$ cat config.mk
export PLATFORM = sky130hd
export DESIGN_NAME = tx_buf_sched
export DESIGN_NICKNAME = d
export VERILOG_FILES = /design/src/rtl/tx_buf_sched.sv
export SDC_FILE = /design/constraint.sdc
export NUM_CORES = 1
export LEC_CHECK = 0
export BUFFER_PORTS_ARGS = -buffer_cell sky130_fd_sc_hd__buf_2
export CAP_MARGIN = 20
export CORE_MARGIN = 3
export CORE_UTILIZATION = 47
export DETAILED_ROUTE_END_ITERATION = 10
export PLACE_DENSITY = 0.85
export SLEW_MARGIN = 25
export SYNTH_ARGS = -nofsm -noshare
export SYNTH_HDL_FRONTEND = slang
export SYNTH_SLANG_ARGS = --single-unit
export TNS_END_PERCENT = 1
$ cat constraint.sdc
create_clock -name bus2ip_clk -period 3.35 [get_ports bus2ip_clk]
set_clock_uncertainty 0.15 [all_clocks]
set_input_delay 0 -clock bus2ip_clk [delete_from_list [all_inputs] [get_ports bus2ip_clk]]
set_output_delay 0 -clock bus2ip_clk [all_outputs]
set_load 0.02 [all_outputs]
$ cat src/rtl/tx_buf_sched.sv
// tx_buf_sched: arbitrates three frame sources, copies the granted frame
// into the tx PTP buffer, kicks the transmitter and polls for completion.
//
// Ports:
//   bus2ip_clk, bus2ip_rst_n   clock, asynchronous active-low reset
//   req_i[2:0], len_i[26:0]    per-source request and 9-bit octet length
//   grant_o[2:0]               one-hot grant, held for the whole frame
//   word_rd_o, word_idx_o,     frame word fetch from the granted source;
//   word_data_i                data is returned in the same cycle
//   bus_addr_o, bus_wdata_o,   single-cycle bus master (one word per cycle)
//   bus_wr_o, bus_rd_o,
//   bus_rdata_i
//   done_o[2:0], err_o[2:0]    one-cycle completion / error pulses
module tx_buf_sched #(
    parameter logic [31:0] TX_BUF_BADDR = 32'h2000,
    parameter int          GAP_CYCLES   = 16,
    parameter int          POLL_LIMIT   = 1024
) (
    input  logic        bus2ip_clk,
    input  logic        bus2ip_rst_n,
    input  logic [2:0]  req_i,
    input  logic [26:0] len_i,
    output logic [2:0]  grant_o,
    output logic        word_rd_o,
    output logic [6:0]  word_idx_o,
    input  logic [31:0] word_data_i,
    output logic [31:0] bus_addr_o,
    output logic [31:0] bus_wdata_o,
    output logic        bus_wr_o,
    output logic        bus_rd_o,
    input  logic [31:0] bus_rdata_i,
    output logic [2:0]  done_o,
    output logic [2:0]  err_o
);

    localparam logic [2:0] S_IDLE = 3'd0;
    localparam logic [2:0] S_ARB  = 3'd1;
    localparam logic [2:0] S_COPY = 3'd2;
    localparam logic [2:0] S_KICK = 3'd3;
    localparam logic [2:0] S_POLL = 3'd4;
    localparam logic [2:0] S_GAP  = 3'd5;

    localparam int GW = $clog2(GAP_CYCLES + 128) + 1;
    localparam int PW = $clog2(POLL_LIMIT + 1) + 1;

    localparam logic [31:0]   CTRL_ADDR = TX_BUF_BADDR + 32'h200;
    localparam logic [GW-1:0] GAP_LD    = GW'(GAP_CYCLES - 1);
    localparam logic [PW-1:0] POLL_LAST = PW'(POLL_LIMIT - 1);

    logic [2:0]    state_q, state_d;
    logic [2:0]    grant_q, grant_d;
    logic [8:0]    len_q, len_d;
    logic [6:0]    idx_q, idx_d;
    logic [PW-1:0] poll_q, poll_d;
    logic [GW-1:0] gap_q, gap_d;
    // 0: source 1 wins the next 1-vs-2 tie, 1: source 2 wins it
    logic          rr_q, rr_d;

    logic [6:0] nw;
    logic       len_bad;
    logic       copy_act;
    logic       poll_done;
    logic       poll_tmo;
    logic [2:0] pick;
    logic [8:0] pick_len;
    logic       unused_rdata;

    assign nw       = 7'(({1'b0, len_q} + 10'd3) >> 2);
    assign len_bad  = (len_q == 9'd0) || (len_q > 9'd508);
    assign copy_act = (state_q == S_COPY) && !len_bad;

    // The first poll read is never trusted: the kick may not have
    // propagated yet, so completion needs at least a second read.
    assign poll_done = (state_q == S_POLL) && !bus_rdata_i[15]
                       && (poll_q != '0);
    assign poll_tmo  = (state_q == S_POLL) && (poll_q == POLL_LAST)
                       && !poll_done;

    assign unused_rdata = ^{bus_rdata_i[31:16], bus_rdata_i[14:0]};

    assign grant_o = grant_q;

    always_comb begin
        pick = 3'b000;
        if (req_i[0]) begin
            pick = 3'b001;
        end else if (req_i[1] && req_i[2]) begin
            pick = rr_q ? 3'b100 : 3'b010;
        end else if (req_i[1]) begin
            pick = 3'b010;
        end else if (req_i[2]) begin
            pick = 3'b100;
        end
    end

    always_comb begin
        pick_len = len_i[8:0];
        if (pick[1]) pick_len = len_i[17:9];
        if (pick[2]) pick_len = len_i[26:18];
    end

    always_comb begin
        state_d = state_q;
        grant_d = grant_q;
        len_d   = len_q;
        idx_d   = idx_q;
        poll_d  = poll_q;
        gap_d   = gap_q;
        rr_d    = rr_q;
        unique case (state_q)
            S_IDLE: begin
                if (|req_i) state_d = S_ARB;
            end
            S_ARB: begin
                if (|req_i) begin
                    grant_d = pick;
                    len_d   = pick_len;
                    idx_d   = 7'd0;
                    state_d = S_COPY;
                    if (pick[1]) rr_d = 1'b1;
                    if (pick[2]) rr_d = 1'b0;
                end else begin
                    state_d = S_IDLE;
                end
            end
            S_COPY: begin
                // A bad length spends this single cycle reporting the
                // error with grant still up, then goes straight to GAP.
                if (len_bad) begin
                    state_d = S_GAP;
                    grant_d = 3'b000;
                    gap_d   = GAP_LD;
                end else if (idx_q == nw - 7'd1) begin
                    state_d = S_KICK;
                end else begin
                    idx_d = idx_q + 7'd1;
                end
            end
            S_KICK: begin
                state_d = S_POLL;
                poll_d  = '0;
            end
            S_POLL: begin
                if (poll_done || poll_tmo) begin
                    state_d = S_GAP;
                    grant_d = 3'b000;
                    gap_d   = GAP_LD + GW'(nw);
                end else begin
                    poll_d = poll_q + PW'(1);
                end
            end
            S_GAP: begin
                if (gap_q == '0) begin
                    state_d = S_IDLE;
                end else begin
                    gap_d = gap_q - GW'(1);
                end
            end
            default: begin
                state_d = S_IDLE;
            end
        endcase
    end

    always_comb begin
        word_rd_o   = 1'b0;
        word_idx_o  = 7'd0;
        bus_wr_o    = 1'b0;
        bus_rd_o    = 1'b0;
        bus_addr_o  = 32'd0;
        bus_wdata_o = 32'd0;
        done_o      = 3'b000;
        err_o       = 3'b000;
        if (copy_act) begin
            word_rd_o   = 1'b1;
            word_idx_o  = idx_q;
            bus_wr_o    = 1'b1;
            bus_addr_o  = TX_BUF_BADDR + {23'd0, idx_q, 2'b00};
            bus_wdata_o = word_data_i;
        end
        if (state_q == S_KICK) begin
            bus_wr_o    = 1'b1;
            bus_addr_o  = CTRL_ADDR;
            bus_wdata_o = {16'd0, 1'b1, 6'd0, len_q};
        end
        if (state_q == S_POLL) begin
            bus_rd_o   = 1'b1;
            bus_addr_o = CTRL_ADDR;
        end
        if ((state_q == S_COPY) && len_bad) err_o = grant_q;
        if (poll_done) done_o = grant_q;
        if (poll_tmo) err_o = grant_q;
    end

    always_ff @(posedge bus2ip_clk or negedge bus2ip_rst_n) begin
        if (!bus2ip_rst_n) begin
            state_q <= S_IDLE;
            grant_q <= 3'b000;
            len_q   <= 9'd0;
            idx_q   <= 7'd0;
            poll_q  <= '0;
            gap_q   <= '0;
            rr_q    <= 1'b0;
        end else begin
            state_q <= state_d;
            grant_q <= grant_d;
            len_q   <= len_d;
            idx_q   <= idx_d;
            poll_q  <= poll_d;
            gap_q   <= gap_d;
            rr_q    <= rr_d;
        end
    end

endmodule

# ---- After elaboration in Yosys (flattened, before gate mapping)
# Index checks and enable logic that the tools add are counted.
dict set report word_totals {
  in_bits 96
  latch_bits 0
  mem_count 0
  reg_bits 44
  ramBits 0
  out_inout_bits 83
  romBits 0
}
dict set report op_classes {
  n_shift 0
  n_mux 42
  n_eq_ne 17
  n_reduce_logical 29
  div 0
  mul 0
  n_lt_le_gt_ge 1
  n_bitwise 0
  addsub 7
}
# cell count
set op_table {}
lappend op_table {{$mux 32} 4}
lappend op_table {{$mux 3} 16}
lappend op_table {{$mux 9} 5}
lappend op_table {{$mux 7} 4}
lappend op_table {{$pmux 9 s3} 1}
lappend op_table {{$pmux 12 s2} 1}
lappend op_table {{$logic_not 9->1} 2}
lappend op_table {{$pmux 3 s6} 1}
lappend op_table {{$ne 2x2->1 const B} 8}
lappend op_table {{$reduce_and 4->1} 4}
lappend op_table {{$add 14x9->15 const A} 1}
lappend op_table {{$mux 15} 1}
lappend op_table {{$pmux 7 s2} 1}
lappend op_table {{$add 12x1->12 const B} 1}
lappend op_table {{$eq 12x10->1 const B} 1}
lappend op_table {{$mux 12} 1}
lappend op_table {{$reduce_bool 12->1} 1}
lappend op_table {{$add 9x2->9 const B} 1}
lappend op_table {{$gt 9x9->1 const B} 1}
lappend op_table {{$pmux 3 s3} 1}
lappend op_table {{$sub 9x1->9 const B} 1}
lappend op_table {{$add 4x7->8 const A} 1}
lappend op_table {{$add 7x1->7 const B} 1}
lappend op_table {{$eq 7x7->1} 1}
lappend op_table {{other kinds (17)} 36}

# ---- Longest topological paths before layout
# Gate-level depths: netlist of run 1.
dict set report depth {
  word_depth 8
  mapped_depth 12
  depth_no_buf 10
}

# ---- Worst setup path after synthesis of run 1
# No wires, ideal clock.
dict set report synth_path {
  path_type {register to register}
  from {register len_q[0]}
  to {register idx_q[4]}
  arrival_ns 2.300
  stages_incl_launch_ff 11
  setup_time_ns 0.122
  n_path_buf 1
  setup_slack_ns 0.777
  required_time_ns 3.078
  path_cell_list {dfrtp_1 nor2_1 xor2_1 ha_1 buf_1 nor4b_1 a211oi_1 o31ai_2 a31oi_2 nand3_2 mux2i_1}
}
dict set report synth_between {
  elab_chain_cells 5
  word_cells_on_any_way 9
  classes_between {add/sub: 2; order compare: 1; eq/ne: 3; reduce/logical: 3}
}
# item line
set synth_rtl {}
lappend synth_rtl {{start, declared} 52} ;# logic [8:0] len_q, len_d;
lappend synth_rtl {{start signal, assigned} 207} ;# len_q <= len_d;
lappend synth_rtl {{$add 9x2->9} 68} ;# assign nw = 7'(({1'b0, len_q} + 10'd3) >> 2);
lappend synth_rtl {{$sub 7x1->7} 133} ;# end else if (idx_q == nw - 7'd1) begin
lappend synth_rtl {{$eq 7x7->1} 133}
lappend synth_rtl {{$ne 2x2->1 (no source line)} --}
lappend synth_rtl {{$reduce_and 4->1 (no source line) *} --}
lappend synth_rtl {{end signal, assigned} 208} ;# idx_q <= idx_d;
lappend synth_rtl {{end, declared} 53} ;# logic [6:0] idx_q, idx_d;
# Mark *: on every way between the ends. The rest lies on a longest branch, timed or not.
# A chain may end at the register's enable or synchronous reset.

# ---- Worst setup path after layout of run 1
# Same ends and word-level chain as after synthesis.

==> summary.txt, run 1 <==
Status
  – Status: complete, no violations

Global route
  – GR Util met3: 5.47%
  – GR peak layer: met2
  – Total Routing Usage GR: 23.4%
  – Number of global-route vias before repair: 3471
  – Initial antenna violation count: 0
  – Grt ovf: 0
  – Met2 Usage GRT: 39.4%
  – Grt met1 use: 28.6%
  – Largest net degree at the start of global routing: 47
  – First-pass GRT wire length: 16.4 mm

Setup path
  – Crit start category: flip-flop
  – Critical-path cell list: o21ai_0 -> xor2_1 -> ha_1 -> nand3_1 -> o32ai_1 -> xnor2_1 -> a31oi_2 -> nand3_2 -> mux2i_1
  – Worst Setup SP: len_q[0]
  – Critical path's top delay family: compound AO/OA/AOI/OAI gates
  – Setup CP Type: reg2reg
  – CP max stage cell: ha_1
  – Critical path fanouts, max: 14
  – WP data arrival: 3.14 ns
  – RR Startpoint: len_q[0]
  – Slowest stage delay, CP: 0.53 ns
  – Worst setup EP type: flip-flop
  – Critical Path RT: 3.39 ns
  – Worst Path Buf+Inv: 0

Clocking
  – Clock slew at reported path FFs: 0.09 ns
  – Clk sinks: 44
  – Worst-case clock buffer depth: 2
  – Number of setup buffers added after CTS: 0
  – H-tree depth: 2
  – Num CTS Buffers: 5
  – Clock root buffer: clkbuf_8
  – Worst skew pair latency: 0.31 ns
  – CTS tree: yes

Timing
  – RSZ-0062 raised after global routing: false
  – Final worst slack: 0.254 ns
  – Setup TNS: 0 ns
  – Hold Vio Cnt, Final: 0
  – FMAX: 323 MHz
  – Slew Limit Headroom: 51.6%
  – Setup violations, final: 0
  – Fin crit period: 3.10 ns
  – Pins Over Slew Limit: 0
  – Slew @ Worst Pin: 0.727 ns
  – Final period utilization: 92.4%

Yosys
  – Cells after Synth: 438
  – Mux share of post-synthesis cell area: 3.91%
  – FFs w/ async S/R, synth: 100%
  – Synth unique cells: 65
  – Synth top area cells: dfrtp_1 (31%), and2_1 (7.2%), nand2_1 (5.2%)
  – Simple-Gate Fraction of Synth Area: 27.9%
  – EDFF count, synth: 0
  – Xor and xnor area share after synthesis: 7.47%
  – Most common flop cell mapped by yosys: dfrtp_1
  – Compound-Gate Fraction of Synth Area: 18.9%
  – Share of the synthesized area in the top cell type: 30.7%
  – Yosys warnings: 0
  – Post-Syn Area: 3580 um2
  – Register area share after synthesis: 30.7%
  – Avg Inst Size Synth: 8.18 um2
  – Cell taking the most area after synthesis: dfrtp_1
  – Synth Area in Adders: 2.10%
  – Largest family of logic cells by synthesized area: simple AND/OR/NAND/NOR gates
  – FF+latch count, synth: 44

Cells and area
  – Seq. cell area: 1100 um2
  – # diodes: 0
  – Nets: 666
  – # fillers: 594
  – Multi-input gate area in the final layout: 2250 um2
  – P&R area growth vs syn: 24.2%
  – Layout cell share with drive strength beyond 1: 27.1%
  – Core Util, Final: 60.7%

Floorplanning
  – Total die area: 8700 um2
  – Core Box Area: 7330 um2
  – Starting Density: 48.9%
  – Die height: 93.3 um
  – Num ports: 179
  – # rows: 31
  – DIE WIDTH: 93.3 um

Drt
  – Vias per inst: 5.45
  – Remaining antenna violation count: 0
  – Wire per inst: 15.4 um
  – 1st-iter DRT viols: 203
  – Final wirelength: 10.2 mm
  – Via count: 3616
  – Drc violations: 0
  – DRT Pass-1 Iters: 5

Power
  – P_leak: 2.27 nW
  – Power Density: 756 nW/um2
  – Design Power: 0.00336 W
  – Peak VDD IR: 514 uV

Run
  – Max cap viols: 0

Placed design
  – Setup WS pre-CTS: 0.377 ns
  – HPWL Detailed: 7.27 mm
  – Final GP Congestion: 0.906
  – Port Buf Inserts: 124

Hold path
  – Hold Crit Class: in2reg
  – Hold Crit Start: len_i[14]
[worst paths after layout]
kind / endpoint / slack, ns / depth (start not counted)
max: idx_q[4] / 0.25 / 9
min: len_q[5] / 0.009 / 5
max reg2reg: idx_q[4] / 0.25 / 9
min reg2reg: gap_q[8] / 0.36 / 1
max in group asynchronous: gap_q[4] / 2.57 / 2
min in group asynchronous: state_q[2] / 0.08 / 2
[cells in the final DEF (no fill, tap or decap), drive strengths merged, types with 2 or more instances in the layout]
cell type	instances
xnor2	14
o22ai	3
nor4b	2
nor3b	2
dlygate4sd3	17
mux2i	14
dfrtp	44
nor2b	3
nor3	9
nor2	33
clkbuf	6
o31ai	2
o21ai	35
a22o	9
conb	23
nand3b	2
a21oi	14
a21boi	2
a211oi	3
xor2	14
inv	13
nand2b	5
and3	5
a41oi	2
and2	41
o22a	2
nand3	19
buf	126
nand2	51
or3	6
o211ai	5
nand4	5
nor4	4
ha	6
a31oi	6
[cell families (layout without fill, tap and decap cells)]
group / Yosys count / count (layout)
other cells: 1 / 23
fa+ha+maj: 6 / 6
simple gates: 190 / 190
flops: 44 / 44
buf+inv: 59 / 164
xor+xnor: 29 / 29
compound gates: 95 / 95
mux: 14 / 14
[metrics by stage]
stage          cells  hold WS, ns  area [um2]
5_1_grt          664       0.0503        4450
6_report         664      0.00854        4450
3_3_place_gp     639       0.0545        4160
2_1_floorplan    460       -0.446        3660
3_5_place_dp     639       0.0707        4160
4_1_cts          664      0.00413        4450
[where the power goes]
part / switching [W] / internal (W) / leakage (nW) / total [W]
clock network: 0.000199 / 0.000244 / 0.0614 / 0.000443
logic: 0.00121 / 0.000756 / 1.64 / 0.00196
registers: 0.000291 / 0.000669 / 0.569 / 0.000960
[flip-flops by register name (all words and copies together) (netlist names)]
name / count
state_q: 3
gap_q: 9
idx_q: 7
rr_q: 1
poll_q: 12
len_q: 9
grant_o: 3
[cell type report]
cell class / count / area share, %
tap: 99 / 2.78
inverter: 13 / 1.10
multi-input combinational: 357 / 50.5
clock buffer: 6 / 1.86
sequential: 44 / 24.7
timing repair buffer: 143 / 18.2
clock inverter: 2 / 0.872
[tightest hold or removal path, stage by stage]
cell and delay (ns):
buf_2 0.08, mux2i_1 0.05, nand2_1 0.06, o21ai_0 0.08, o21ai_0 0.16
[routing by layer]
metal,up-vias,wire (um)
met5,-,0
met4,0,298
met3,25,831
met1,1668,3980
li1,1735,-
met2,188,5090
[cells in the mapped netlist, drive strengths merged, types with 2 or more instances]
| cell type | instances |
|---|---|
| o22ai | 3 |
| nand3 | 19 |
| a31oi | 6 |
| nand2b | 5 |
| dfrtp | 44 |
| and2 | 41 |
| ha | 6 |
| a21oi | 14 |
| nor3b | 2 |
| mux2i | 14 |
| nand4 | 5 |
| nor2b | 3 |
| and3 | 5 |
| o22a | 2 |
| xnor2 | 14 |
| nor4b | 2 |
| nor4 | 4 |
| xor2 | 14 |
| nand2 | 51 |
| a21boi | 2 |
| nor3 | 9 |
| a211oi | 3 |
| o211ai | 5 |
| clkbuf | 14 |
| a22o | 9 |
| inv | 13 |
| nor2 | 33 |
| nand3b | 2 |
| a41oi | 2 |
| or3 | 6 |
| o31ai | 2 |
| o21ai | 35 |
| buf | 32 |
[timing repair]
item,4_1_cts,5_1_grt
hold buffers,17,0
endpoints found under the hold margin,55,0
gates resized for setup,0,0
(Power assumes the default switching activity.)
==> run 2: changes to the inputs <==
--- a/config.mk
+++ b/config.mk
@@ -11,6 +11,7 @@
 export CORE_UTILIZATION = 47
 export DETAILED_ROUTE_END_ITERATION = 10
 export PLACE_DENSITY = 0.85
+export SKIP_CTS_REPAIR_TIMING = 1
 export SLEW_MARGIN = 25
 export SYNTH_ARGS = -nofsm -noshare
 export SYNTH_HDL_FRONTEND = slang
==> constraint.sdc (replaced) <==
create_clock -name bus2ip_clk -period 3.4 [get_ports bus2ip_clk]
set_clock_uncertainty 0.15 [all_clocks]
set_input_delay 0 -clock bus2ip_clk [delete_from_list [all_inputs] [get_ports bus2ip_clk]]
set_output_delay 0 -clock bus2ip_clk [all_outputs]
set_load 0.02 [all_outputs]
==> run 2 against run 1 <==
- the flow now finishes with violations (negative hold slack)
- via count decreased by 1.1%
- register-to-register slack gained 0.12 ns
- utilization is 0.17 points lower
- design area shrank 0.28%
- power decreased by 0.78%
- critical endpoint is now idx_q[3]
==> summary.txt, run 2 (synthesized netlist as in run 1, its figures left out) <==
Cells and area
  – Layout cell share with drive strength beyond 1: 27.0%
  – # diodes: 0
  – Largest register FFs: 12
  – Commonest non-fill, non-tap cell in the layout: buf_2
  – P&R area growth vs syn: 23.9%
  – Register with the most flip-flops: poll_q
  – Most frequent cells in the layout: buf_2 (123), nand2_1 (50), dfrtp_1 (44)
  – Nets: 664
  – Top flop regs: poll_q x12, gap_q x9, len_q x9

Setup path
  – Critical-path cell list: nor2_1 -> xor2_1 -> ha_1 -> a22o_1 -> o211ai_1 -> a2111oi_4 -> nand3_1 -> nand4_1 -> mux2i_1
  – Slowest stage delay, CP: 0.54 ns
  – Critical Path RT: 3.48 ns
  – Worst setup EP type: flip-flop
  – Critical path's top delay family: compound AO/OA/AOI/OAI gates
  – Cell depth of the worst setup path: 9
  – Reg2Reg Depth: 9
  – Crit start category: flip-flop
  – Setup crit end: idx_q[3]
  – Setup slack, reg-to-reg: 0.37 ns
  – Worst Path Buf+Inv: 0
  – Worst Setup SP: len_q[0]
  – Setup CP Type: reg2reg
  – Worst R2R End: idx_q[3]
  – RR Startpoint: len_q[0]
  – WP data arrival: 3.11 ns
  – CP max stage cell: ha_1
  – Critical path fanouts, max: 14

Run
  – Max cap viols: 0

Drt
  – Remaining antenna violation count: 0
  – Wire per inst: 15.1 um
  – Final wirelength: 9.95 mm
  – Via count: 3578
  – Drc violations: 0
  – Vias per inst: 5.41
  – 1st-iter DRT viols: 173
  – DRT Pass-1 Iters: 5

Timing
  – Slew @ Worst Pin: 0.685 ns
  – RSZ-0062 raised after global routing: false
  – Fin crit period: 3.03 ns
  – Final hold slack: -0.0398 ns
  – FMAX: 331 MHz
  – Pins Over Slew Limit: 0
  – Final period utilization: 89.0%
  – Hold Vio Cnt, Final: 6
  – Setup violations, final: 0
  – Slew Limit Headroom: 54.3%
  – Setup TNS: 0 ns
  – Final worst slack: 0.375 ns

Hold path
  – Hold Crit Start: len_i[17]
  – Hold Crit Class: in2reg

Clocking
  – H-tree depth: 2
  – Clock root buffer: clkbuf_8
  – Num CTS Buffers: 5
  – Worst-case clock buffer depth: 2
  – Clock slew at reported path FFs: 0.08 ns
  – Worst skew pair latency: 0.30 ns
  – Clk sinks: 44
  – CTS tree: yes

Power
  – P_leak: 2.27 nW
  – Power Density: 752 nW/um2
  – Peak VDD IR: 406 uV

Placed design
  – Final GP Congestion: 0.905
  – Setup WS pre-CTS: 0.401 ns
  – Port Buf Inserts: 124
  – HPWL Detailed: 7.33 mm

Floorplanning
  – DIE WIDTH: 93.3 um
  – Die height: 93.3 um
  – # rows: 31
  – Core Box Area: 7330 um2
  – Num ports: 179
  – Total die area: 8700 um2
  – Starting Density: 48.9%

Global route
  – First-pass GRT wire length: 15.2 mm
  – Initial antenna violation count: 0
  – Number of global-route vias before repair: 3196
  – Largest net degree at the start of global routing: 47
  – Total Routing Usage GR: 21.8%
  – Grt ovf: 0

Status
  – Failing checks: negative hold slack
  – Status: finished with violations
## run 2: final cells by class
type	instances	area, um2
Fill cell	609	2890
Multi-Input combinational cell	357	2250
Sequential cell	44	1100
Timing Repair Buffer	141	788
Tap cell	99	124
Clock buffer	5	68.8
Clock inverter	2	60.1
Inverter	13	48.8
## run 2: how the worst min path moves through the flow
stage	end	slack [ns]	cells past startpoint
after floorplan	gap_q[0]	-0.45	0
after global placement	len_q[8]	0.05	1
after detailed placement	rr_q	0.07	1
after CTS	len_q[1]	-0.25	1
after global routing	len_q[3]	0.03	5
final	len_q[8]	-0.04	5
## run 2: layer usage
layer | GRT usage (%) | vias up | part of all wire [%]
met1 | 27.5 | 1656 | 39
met2 | 36.1 | 161 | 49
met5 | 0 | - | 0
li1 | - | 1730 | -
met4 | 9.89 | 0 | 3.9
met3 | 4.02 | 31 | 7.3
## run 2: through the flow
| step | utilization [%] | area (um2) | total power [W] | instances |
|---|---|---|---|---|
| finish | 60.5 | 4440 | 0.00334 | 661 |
| CTS | 58.5 | 4290 | 0.00329 | 646 |
| global route | 60.5 | 4440 | 0.00359 | 661 |
| detailed placement | 56.7 | 4160 | 0.00281 | 639 |
| floorplan | - | 3660 | 0.00235 | 460 |
| global placement | 56.7 | 4160 | 0.00275 | 639 |
## run 2: worst min-delay path: cells and delay by family
kind,cells,cell delay (ns)
compound gates,2,0.19
buf+inv,1,0.08
mux,1,0.05
simple gates,1,0.06
## run 2: power by group
| group | leakage (nW) | internal [W] | switching, W | total [W] |
|---|---|---|---|---|
| logic | 1.63 | 0.000741 | 0.00118 | 0.00192 |
| registers | 0.569 | 0.000659 | 0.000284 | 0.000943 |
| clock network | 0.0642 | 0.000289 | 0.000188 | 0.000478 |
==> run 3: changes to the inputs <==
--- a/config.mk
+++ b/config.mk
@@ -5,12 +5,13 @@
 export SDC_FILE = /design/constraint.sdc
 export NUM_CORES = 1
 export LEC_CHECK = 0
-export BUFFER_PORTS_ARGS = -buffer_cell sky130_fd_sc_hd__buf_2
+export BUFFER_PORTS_ARGS = -buffer_cell sky130_fd_sc_hd__clkbuf_2
 export CAP_MARGIN = 20
 export CORE_MARGIN = 3
-export CORE_UTILIZATION = 47
+export CORE_UTILIZATION = 48
+export CTS_BUF_LIST = sky130_fd_sc_hd__clkbuf_8
 export DETAILED_ROUTE_END_ITERATION = 10
-export PLACE_DENSITY = 0.85
+export PLACE_DENSITY = 0.86
 export SKIP_CTS_REPAIR_TIMING = 1
 export SLEW_MARGIN = 25
 export SYNTH_ARGS = -nofsm -noshare
==> run 3 against run 2 <==
- the run still ends with negative hold slack left
- sequential cell count unchanged
- wire length up 0.99%
- utilization up 2.4 points
- critical path depth unchanged
- sequential share of layout area up 0.098 points
- largest power group unchanged
- first-iteration DRC count up 27%
- die area down 1.9%
==> summary.txt, run 3 (synthesized netlist as in run 1, its figures left out) <==
Timing
  – Slew @ Worst Pin: 0.689 ns
  – FMAX: 325 MHz
  – RSZ-0062 raised after global routing: false
  – Hold Vio Cnt, Final: 2
  – Final period utilization: 90.5%
  – Fin crit period: 3.08 ns
  – Pins Over Slew Limit: 0
  – Final worst slack: 0.324 ns
  – Final hold slack: -0.0643 ns
  – Slew Limit Headroom: 54.0%
  – Setup TNS: 0 ns
  – Setup violations, final: 0

Clocking
  – Worst skew pair latency: 0.31 ns
  – Clock slew at reported path FFs: 0.10 ns
  – CTS tree: yes
  – Num CTS Buffers: 5
  – Clock root buffer: clkbuf_8
  – Worst-case clock buffer depth: 2
  – Clk sinks: 44
  – H-tree depth: 2

Power
  – Power Density: 743 nW/um2
  – Peak VDD IR: 529 uV
  – P_leak: 2.23 nW

Floorplanning
  – Die height: 92.4 um
  – Total die area: 8540 um2
  – DIE WIDTH: 92.4 um
  – Starting Density: 51.0%
  – Core Box Area: 7020 um2
  – Num ports: 179
  – # rows: 30

Drt
  – Final wirelength: 10.1 mm
  – Drc violations: 0
  – 1st-iter DRT viols: 220
  – Wire per inst: 15.3 um
  – Via count: 3561
  – Remaining antenna violation count: 0
  – Vias per inst: 5.40
  – DRT Pass-1 Iters: 4

Cells and area
  – Largest register FFs: 12
  – # fillers: 563
  – Top flop regs: poll_q x12, gap_q x9, len_q x9
  – Nets: 664
  – Register with the most flip-flops: poll_q
  – # diodes: 0
  – P&R area growth vs syn: 23.4%
  – Most frequent cells in the layout: clkbuf_2 (123), nand2_1 (50), dfrtp_1 (44)
  – Final cell count without fillers: 659
  – Commonest non-fill, non-tap cell in the layout: clkbuf_2
  – Layout cell share with drive strength beyond 1: 27.2%

Setup path
  – WP data arrival: 3.16 ns
  – Worst setup EP type: flip-flop
  – Setup CP Type: reg2reg
  – Crit start category: flip-flop
  – Critical Path RT: 3.48 ns
  – Critical path fanouts, max: 14

Placed design
  – Port Buf Inserts: 124
  – Final GP Congestion: 0.981
  – Setup WS pre-CTS: 0.384 ns
  – HPWL Detailed: 7.31 mm
  – Cells after DPL: 636

Status
  – Failing checks: negative hold slack
  – Status: finished with violations

Hold path
  – Hold Crit Class: in2reg

Global route
  – Initial antenna violation count: 0
  – Largest net degree at the start of global routing: 47
  – Total Routing Usage GR: 22.2%
  – Grt ovf: 0
  – First-pass GRT wire length: 15.6 mm
  – Number of global-route vias before repair: 3286

Run
  – Max cap viols: 0
-- run 3: final cells by class --
cell class              instances  area [um2]  share of cell area, %
repair buffers                141         788                   17.8
clock inverters                 3        46.3                   1.05
flip-flops and latches         44        1100                   24.9
clock buffers                   5        68.8                   1.56
multi-input cells             357        2250                   50.8
inverters                      13        48.8                   1.10
well taps                      96         120                   2.72
-- run 3: power by group --
| part | total, W | internal, W | switching [W] | leakage (nW) |
|---|---|---|---|---|
| clock network | 0.000418 | 0.000222 | 0.000197 | 0.0548 |
| logic | 0.00192 | 0.000736 | 0.00119 | 1.60 |
| registers | 0.000946 | 0.000659 | 0.000287 | 0.569 |
-- run 3: critical path: stages, from the launching register on --
cell and delay, ns:
dfrtp_1 0.49, nor2_1 0.22, xor2_1 0.23, ha_1 0.55
a22o_1 0.21, o211ai_1 0.18, a2111oi_4 0.43, nand3_1 0.20
nand4_1 0.16, mux2i_1 0.18
-- run 3: per-stage QoR --
| step | total power, W | area (um2) | hold WS (ns) | util (%) |
|---|---|---|---|---|
| 2_1_floorplan | 0.00235 | 3660 | -0.446 | - |
| 3_3_place_gp | 0.00275 | 4150 | 0.0997 | 59.2 |
| 3_5_place_dp | 0.00281 | 4160 | -0.0738 | 59.2 |
| 4_1_cts | 0.00324 | 4270 | -0.407 | 60.8 |
| 5_1_grt | 0.00353 | 4420 | 0.000343 | 63.0 |
| 6_report | 0.00329 | 4420 | -0.0643 | 63.0 |
-- run 3: final timing paths --
kind                              start         end  slack, ns  cells past startpoint
setup / recovery               len_q[0]    idx_q[3]       0.32                      9
hold / removal                 len_i[4]    len_q[4]      -0.06                      5
setup reg to reg               len_q[0]    idx_q[3]       0.32                      9
hold reg to reg                gap_q[8]    gap_q[8]       0.34                      1
max in group asynchronous  bus2ip_rst_n  state_q[2]       2.56                      2
min in group asynchronous  bus2ip_rst_n        rr_q       0.11                      2
-- run 3: per-layer routing --
metal / GRT usage [%] / part of all wire, % / up-vias
met3: 3.82 / 6.8 / 18
met4: 7.92 / 2.2 / 0
met5: 0 / 0 / -
met1: 27.2 / 40 / 1672
li1: - / - / 1727
met2: 38.9 / 51 / 144
